===== config.mk =====
export PLATFORM = sky130hd
export DESIGN_NAME = phase_sequencer
export DESIGN_NICKNAME = d
export VERILOG_FILES = /design/src/rtl/phase_sequencer.sv
export SDC_FILE = /design/constraint.sdc
export NUM_CORES = 1
export LEC_CHECK = 0
export CAP_MARGIN = 20
export CELL_PAD_IN_SITES_DETAIL_PLACEMENT = 1
export CELL_PAD_IN_SITES_GLOBAL_PLACEMENT = 2
export CORE_UTILIZATION = 32
export CTS_CLUSTER_DIAMETER = 120
export CTS_CLUSTER_SIZE = 14
export DETAILED_ROUTE_END_ITERATION = 12
export GPL_TIMING_DRIVEN = 0
export PLACE_DENSITY_LB_ADDON = 0.1
export SLEW_MARGIN = 20
export SYNTH_ARGS = -nofsm -noshare
export SYNTH_HDL_FRONTEND = slang
export SYNTH_SLANG_ARGS = --single-unit

===== constraint.sdc =====
create_clock -name clk -period 5 [get_ports clk]
set_clock_uncertainty 0.05 [all_clocks]
set_input_delay 1 -clock clk [delete_from_list [all_inputs] [get_ports clk]]
set_output_delay 1 -clock clk [all_outputs]
set_load 0.1 [all_outputs]

===== src/rtl/phase_sequencer.sv =====
// phase_sequencer: multi-cycle core phase controller.
// Steps the core through FETCH, DECODE, EXECUTE, MEMORYACCESS and WRITEBACK.
// It holds a phase while that phase's own unit stalls, and parks in HALT at an
// instruction boundary. It also keeps the cycle and retired-instruction counters.
module phase_sequencer #(
    parameter int CNT_WIDTH = 64
) (
    input  logic                 clk,
    input  logic                 rst,
    input  logic                 stall_fetch,
    input  logic                 stall_execute,
    input  logic                 stall_memoryaccess,
    input  logic                 halt_req,
    output logic                 phase_fetch,
    output logic                 phase_decode,
    output logic                 phase_execute,
    output logic                 phase_memoryaccess,
    output logic                 phase_writeback,
    output logic                 halted,
    output logic [CNT_WIDTH-1:0] cycle_count,
    output logic [CNT_WIDTH-1:0] instret_count
);

    typedef enum logic [2:0] {
        IDLE         = 3'd0,
        FETCH        = 3'd1,
        DECODE       = 3'd2,
        EXECUTE      = 3'd3,
        MEMORYACCESS = 3'd4,
        WRITEBACK    = 3'd5,
        HALT         = 3'd6
    } state_t;

    state_t state;
    state_t state_next;

    // Next phase: each stall is honoured only in its own phase, halt only at the boundary
    always_comb begin
        state_next = state;
        case (state)
            IDLE:         state_next = FETCH;
            FETCH:        state_next = stall_fetch ? FETCH : DECODE;
            DECODE:       state_next = EXECUTE;
            EXECUTE:      state_next = stall_execute ? EXECUTE : MEMORYACCESS;
            MEMORYACCESS: state_next = stall_memoryaccess ? MEMORYACCESS : WRITEBACK;
            WRITEBACK:    state_next = halt_req ? HALT : FETCH;
            HALT:         state_next = halt_req ? HALT : FETCH;
            default:      state_next = IDLE;
        endcase
    end

    // State register, registered strobes decoded from the next state, and counters
    always_ff @(posedge clk) begin
        if (rst) begin
            state              <= IDLE;
            phase_fetch        <= 1'b0;
            phase_decode       <= 1'b0;
            phase_execute      <= 1'b0;
            phase_memoryaccess <= 1'b0;
            phase_writeback    <= 1'b0;
            halted             <= 1'b0;
            cycle_count        <= '0;
            instret_count      <= '0;
        end else begin
            state              <= state_next;
            phase_fetch        <= (state_next == FETCH);
            phase_decode       <= (state_next == DECODE);
            phase_execute      <= (state_next == EXECUTE);
            phase_memoryaccess <= (state_next == MEMORYACCESS);
            phase_writeback    <= (state_next == WRITEBACK);
            halted             <= (state_next == HALT);
            if (state != IDLE && state != HALT) begin
                cycle_count <= cycle_count + CNT_WIDTH'(1);
            end
            if (state == WRITEBACK) begin
                instret_count <= instret_count + CNT_WIDTH'(1);
            end
        end
    end

endmodule


### Yosys cells after proc, flatten, opt, wreduce, memory -nomap -nowiden

Index checks and enable logic that the tools add are counted.

* input bits: 6
* logic and storage cells: 33
* register bits after elaboration: 137

* reduce and logical (&&, ||, !) cells: 4
* add/subtract/negate cells: 2
* muxes and demuxes: 5
* eq/ne operators: 13

Operators with widths (number)
* $add A64 B1 Y64 const B: 2
* $eq A3 B3 Y1 const B: 6
* $pmux W3 S6: 1
* $eq A3 B2 Y1 const B: 4
* $eq A3 B1 Y1 const B: 2
* $mux W3: 2
* $logic_not A3 Y1: 1
* $ne A3 B3 Y1 const B: 1
* $reduce_bool A3 Y1: 1
* $mux W2: 1
* $reduce_or A2 Y1: 1
* $logic_and A1 B1 Y1: 1
* $mux W1: 1

### Logic depth before layout (Yosys ltp)

* depth in word-level cells: 4
* gate-level depth with buffers: 8

### Worst setup path after synthesis

OpenSTA, ideal clock, no wires.

* kind: reg2reg
* start: register cycle_count[38]
* end: register cycle_count[52]
* setup slack: 2.035 ns
* stages on the path, launching flop included: 6
* arrival: 2.794 ns
* setup time: 0.121 ns
* path buffers: 0
* cell sequence: dfxtp_1 -> and4_2 -> and3_1 -> or4b_2 -> nor3_1 -> mux2_2

* word-level cells in the longest chain between the ends: 1

Ends and longest elaborated chain
* start, declared: RTL line 20 `output logic [CNT_WIDTH-1:0] cycle_count,`
* start signal, assigned: RTL line 73 `cycle_count <= cycle_count + CNT_WIDTH'(1);`
* $add A64 B1 Y64: RTL line 73

No other way between the ends.
A chain may end at the register's enable or synchronous reset.

### Worst setup path after layout

* start: register cycle_count[38]
* end: output port cycle_count[38]

No word-level cell between the ends.

==> flow_summary.toml <==
[setup_path]
arrival_ps = 2100
worst_r2r_endpoint = "cycle_count[47]"
slowest_delay_ps = 1200
end_kind = "output pin"
r2r_slack_ps = 2260
crit_path_max_fanout = 7
crit_path_top_delay_cell = "clkdlybuf4s50_1"
critPathTopFamily = "buffers and inverters"
crit_required_ps = 3950
critPathLaunchType = "flip-flop"
crit_chain = "clkdlybuf4s50_1"
rr_startpoint = "cycle_count[28]"
path_class = "flip-flop to output pin"
r2r_cells = 5
crit_buf_inv = 1

[cts]
cts_buffer_depth = 2
htree_num_levels = 4
insertion_delay_ps = 420
cts_root_buf = "clkbuf_16"
numCtsBuffers = 17
clk_pin_slew_worst_paths_ps = 70
postCtsSetupRepairBufs = 0
cts.sinks = 137
cts_tree = "yes"
cts_resized = 0
postCtsHoldBufs = 0

[logic_synthesis]
synthDistinctLibCells = 57
synth.area.top_cells = "dfxtp_1 (42%), nor2_1 (5.1%), nand4_1 (4.8%)"
ys_seq_area_frac = 0.425
synth-xor-area-share = 0.0812
netlist_instances = 763
synth_warnings = 0
syn_area_per_cell_um2 = 8.46
yosys-mux-area-fraction = 0.0169
yosys_register_bits = 137
synth_adder_area_share = 0.00542
synth_top_family_by_area = "simple AND/OR/NAND/NOR gates"
synthSimpleGateAreaFrac = 0.322
synth_top_area_frac = 0.425
yosysTopAreaCell = "dfxtp_1"
synthArstFlopShare = 0
synth_edf_count = 0
synth-compound-area-share = 0.117
synth_flop_cell = "dfxtp_1"
postSynthNetCount = 771
syn_area_mm2 = 0.00646

[sta]
period_minus_slack_ps = 3150
fmax_ghz = 0.317
fin_crit_sh = 0.631
fin_tns_setup_ps = 0
maxSlewHeadroom = 0.307
rsz0062_at_grt = "no"
tightest_slew_ps = 1040
setup_ws_ps = 1850
setup_viol = 0
slew_viol_final = 0
hold_violations = 0

[final_layout]
post-route-util = 0.445
num_antenna_cells = 0
final_net_count = 929
fin_cells = 1199
syn2layout_area_growth_pct = 35.3
layout_common_cells = "clkdlybuf4s50_1 (139), dfxtp_1 (137), nor2_1 (87)"
drive_gt1_frac = 0.0749
final_common_cell = "clkdlybuf4s50_1"
fillers = 2359

[routing]
final_antenna_net_count = 0
drt-total-wl_mm = 21.3
vias = 6427
drtIter0Drc = 231
viasPerCell = 5.36
drc = 0
drtPass1Iterations = 4
wl_per_cell_um = 17.8

[hold_path]
min_delay_worst_endpoint = "cycle_count[53]"
hp-class = "flip-flop to flip-flop"
holdPathStages = 2
hold_start = "cycle_count[53]"

[grt]
grt_max_degree = 17
grt_use_met3 = 0.0493
grt_overflow_total = 0
grt_util_all_layers = 0.212
grt_pass1_wl_mm = 34.2
busiest_layer = "met2"
gr-usage-met1 = 0.263
grt_util_met2 = 0.361
grt_pass1_vias = 6668
antenna_found_initial = 0

[pwr]
power.density_mw_per_mm2 = 275
peakVddDrop_mv = 0.222
leakage_uw = 0.00269

[die]
ios = 140
coreArea_mm2 = 0.0197
die_area_mm2 = 0.0208
die_h_um = 144
start_util = 0.329
rows = 51
die-width_um = 144

[outcome]
status = "completed"

[run]
maxCapViolations = 0

[placement]
port-buffer-count = 139
hpwlAfterDp_mm = 15.8
placedCellCount = 1167
gp_congestion = 0.822
dp_slack_ps = 1760
==> cell usage after synthesis (all sizes together) (2+ instances only) <==
cell type and count:
ha 2, xor2 35, o31ai 11, clkbuf 20, nand3b 3, mux2i 3
a211o 2, inv 16, nor3 21, and3 8, nor2b 10, a21oi 61
o21ai 50, a2111oi 2, or4 15, and4 5, nor4 17, a211oi 2
xnor2 24, nand2 46, nand4 54, nand2b 2, dfxtp 137, nand3 43
or3 52, nand4b 2, or2 7, nor2 87, mux2 7, buf 7
or4b 2
==> registers in the layout, indices dropped and copies added, names as in the netlist <==
register	cells
phase_decode	1
phase_fetch	1
halted	1
phase_writeback	1
phase_execute	1
instret_count	64
state	3
cycle_count	64
phase_memoryaccess	1
==> tightest hold or removal path, stage by stage, from the launching register on <==
cell	delay (ps)
dfxtp_1	340
o31ai_1	70
a21oi_1	50
==> where the power goes <==
group | leakage (µW) | internal, µW | switching (µW) | total, µW
sequential | 0.00110 | 1100 | 6.83 | 1110
clock | 0.000250 | 662 | 508 | 1170
combinational | 0.00134 | 31.4 | 92.9 | 124
total | 0.00269 | 1790 | 607 | 2400
==> worst max-delay path by stage <==
stage | from | slack (ps) | end | depth (start not counted)
2_1_floorplan | cycle_count[38] | 2040 | cycle_count[52] | 5
3_3_place_gp | rst | 1750 | instret_count[38] | 5
3_5_place_dp | rst | 1760 | instret_count[35] | 5
4_1_cts | cycle_count[38] | 1830 | cycle_count[38] | 1
5_1_grt | instret_count[16] | 1790 | instret_count[16] | 1
6_report | cycle_count[38] | 1850 | cycle_count[38] | 1
==> through the flow <==
step                      area [µm²]  hold WS [ps]  power, µW
final                           8740           460       2400
after global placement          8180           428       1250
after global routing            8740           480       2490
after CTS                       8740           458       2430
after floorplan                 6460           679       1220
after detailed placement        8190           448       1260
==> metal layers <==
metal  part of all wire  wire, µm
met2               0.49     10400
met3              0.036       764
met5                  0         0
met1               0.46      9820
met4              0.016       343
==> area by class of cell <==
cell class / instances / area, µm² / area share
Clock buffer: 19 / 453 / 0.0518
Multi-Input combinational cell: 583 / 3510 / 0.402
Buffer: 27 / 150 / 0.0172
Timing Repair Buffer: 139 / 1390 / 0.159
Clock inverter: 13 / 97.6 / 0.0112
Sequential cell: 137 / 2740 / 0.314
Tap cell: 265 / 332 / 0.0379
Inverter: 16 / 60.1 / 0.00687
==> logic make-up after synthesis <==
logic type / Yosys count
adders and majority gates: 3
muxes: 10
buffers and inverters: 43
xor gates and xnor gates: 59
DFF: 137
and+or+nand+nor: 378
AOI/OAI and AO/OA: 133
(Power assumes the default switching activity.)
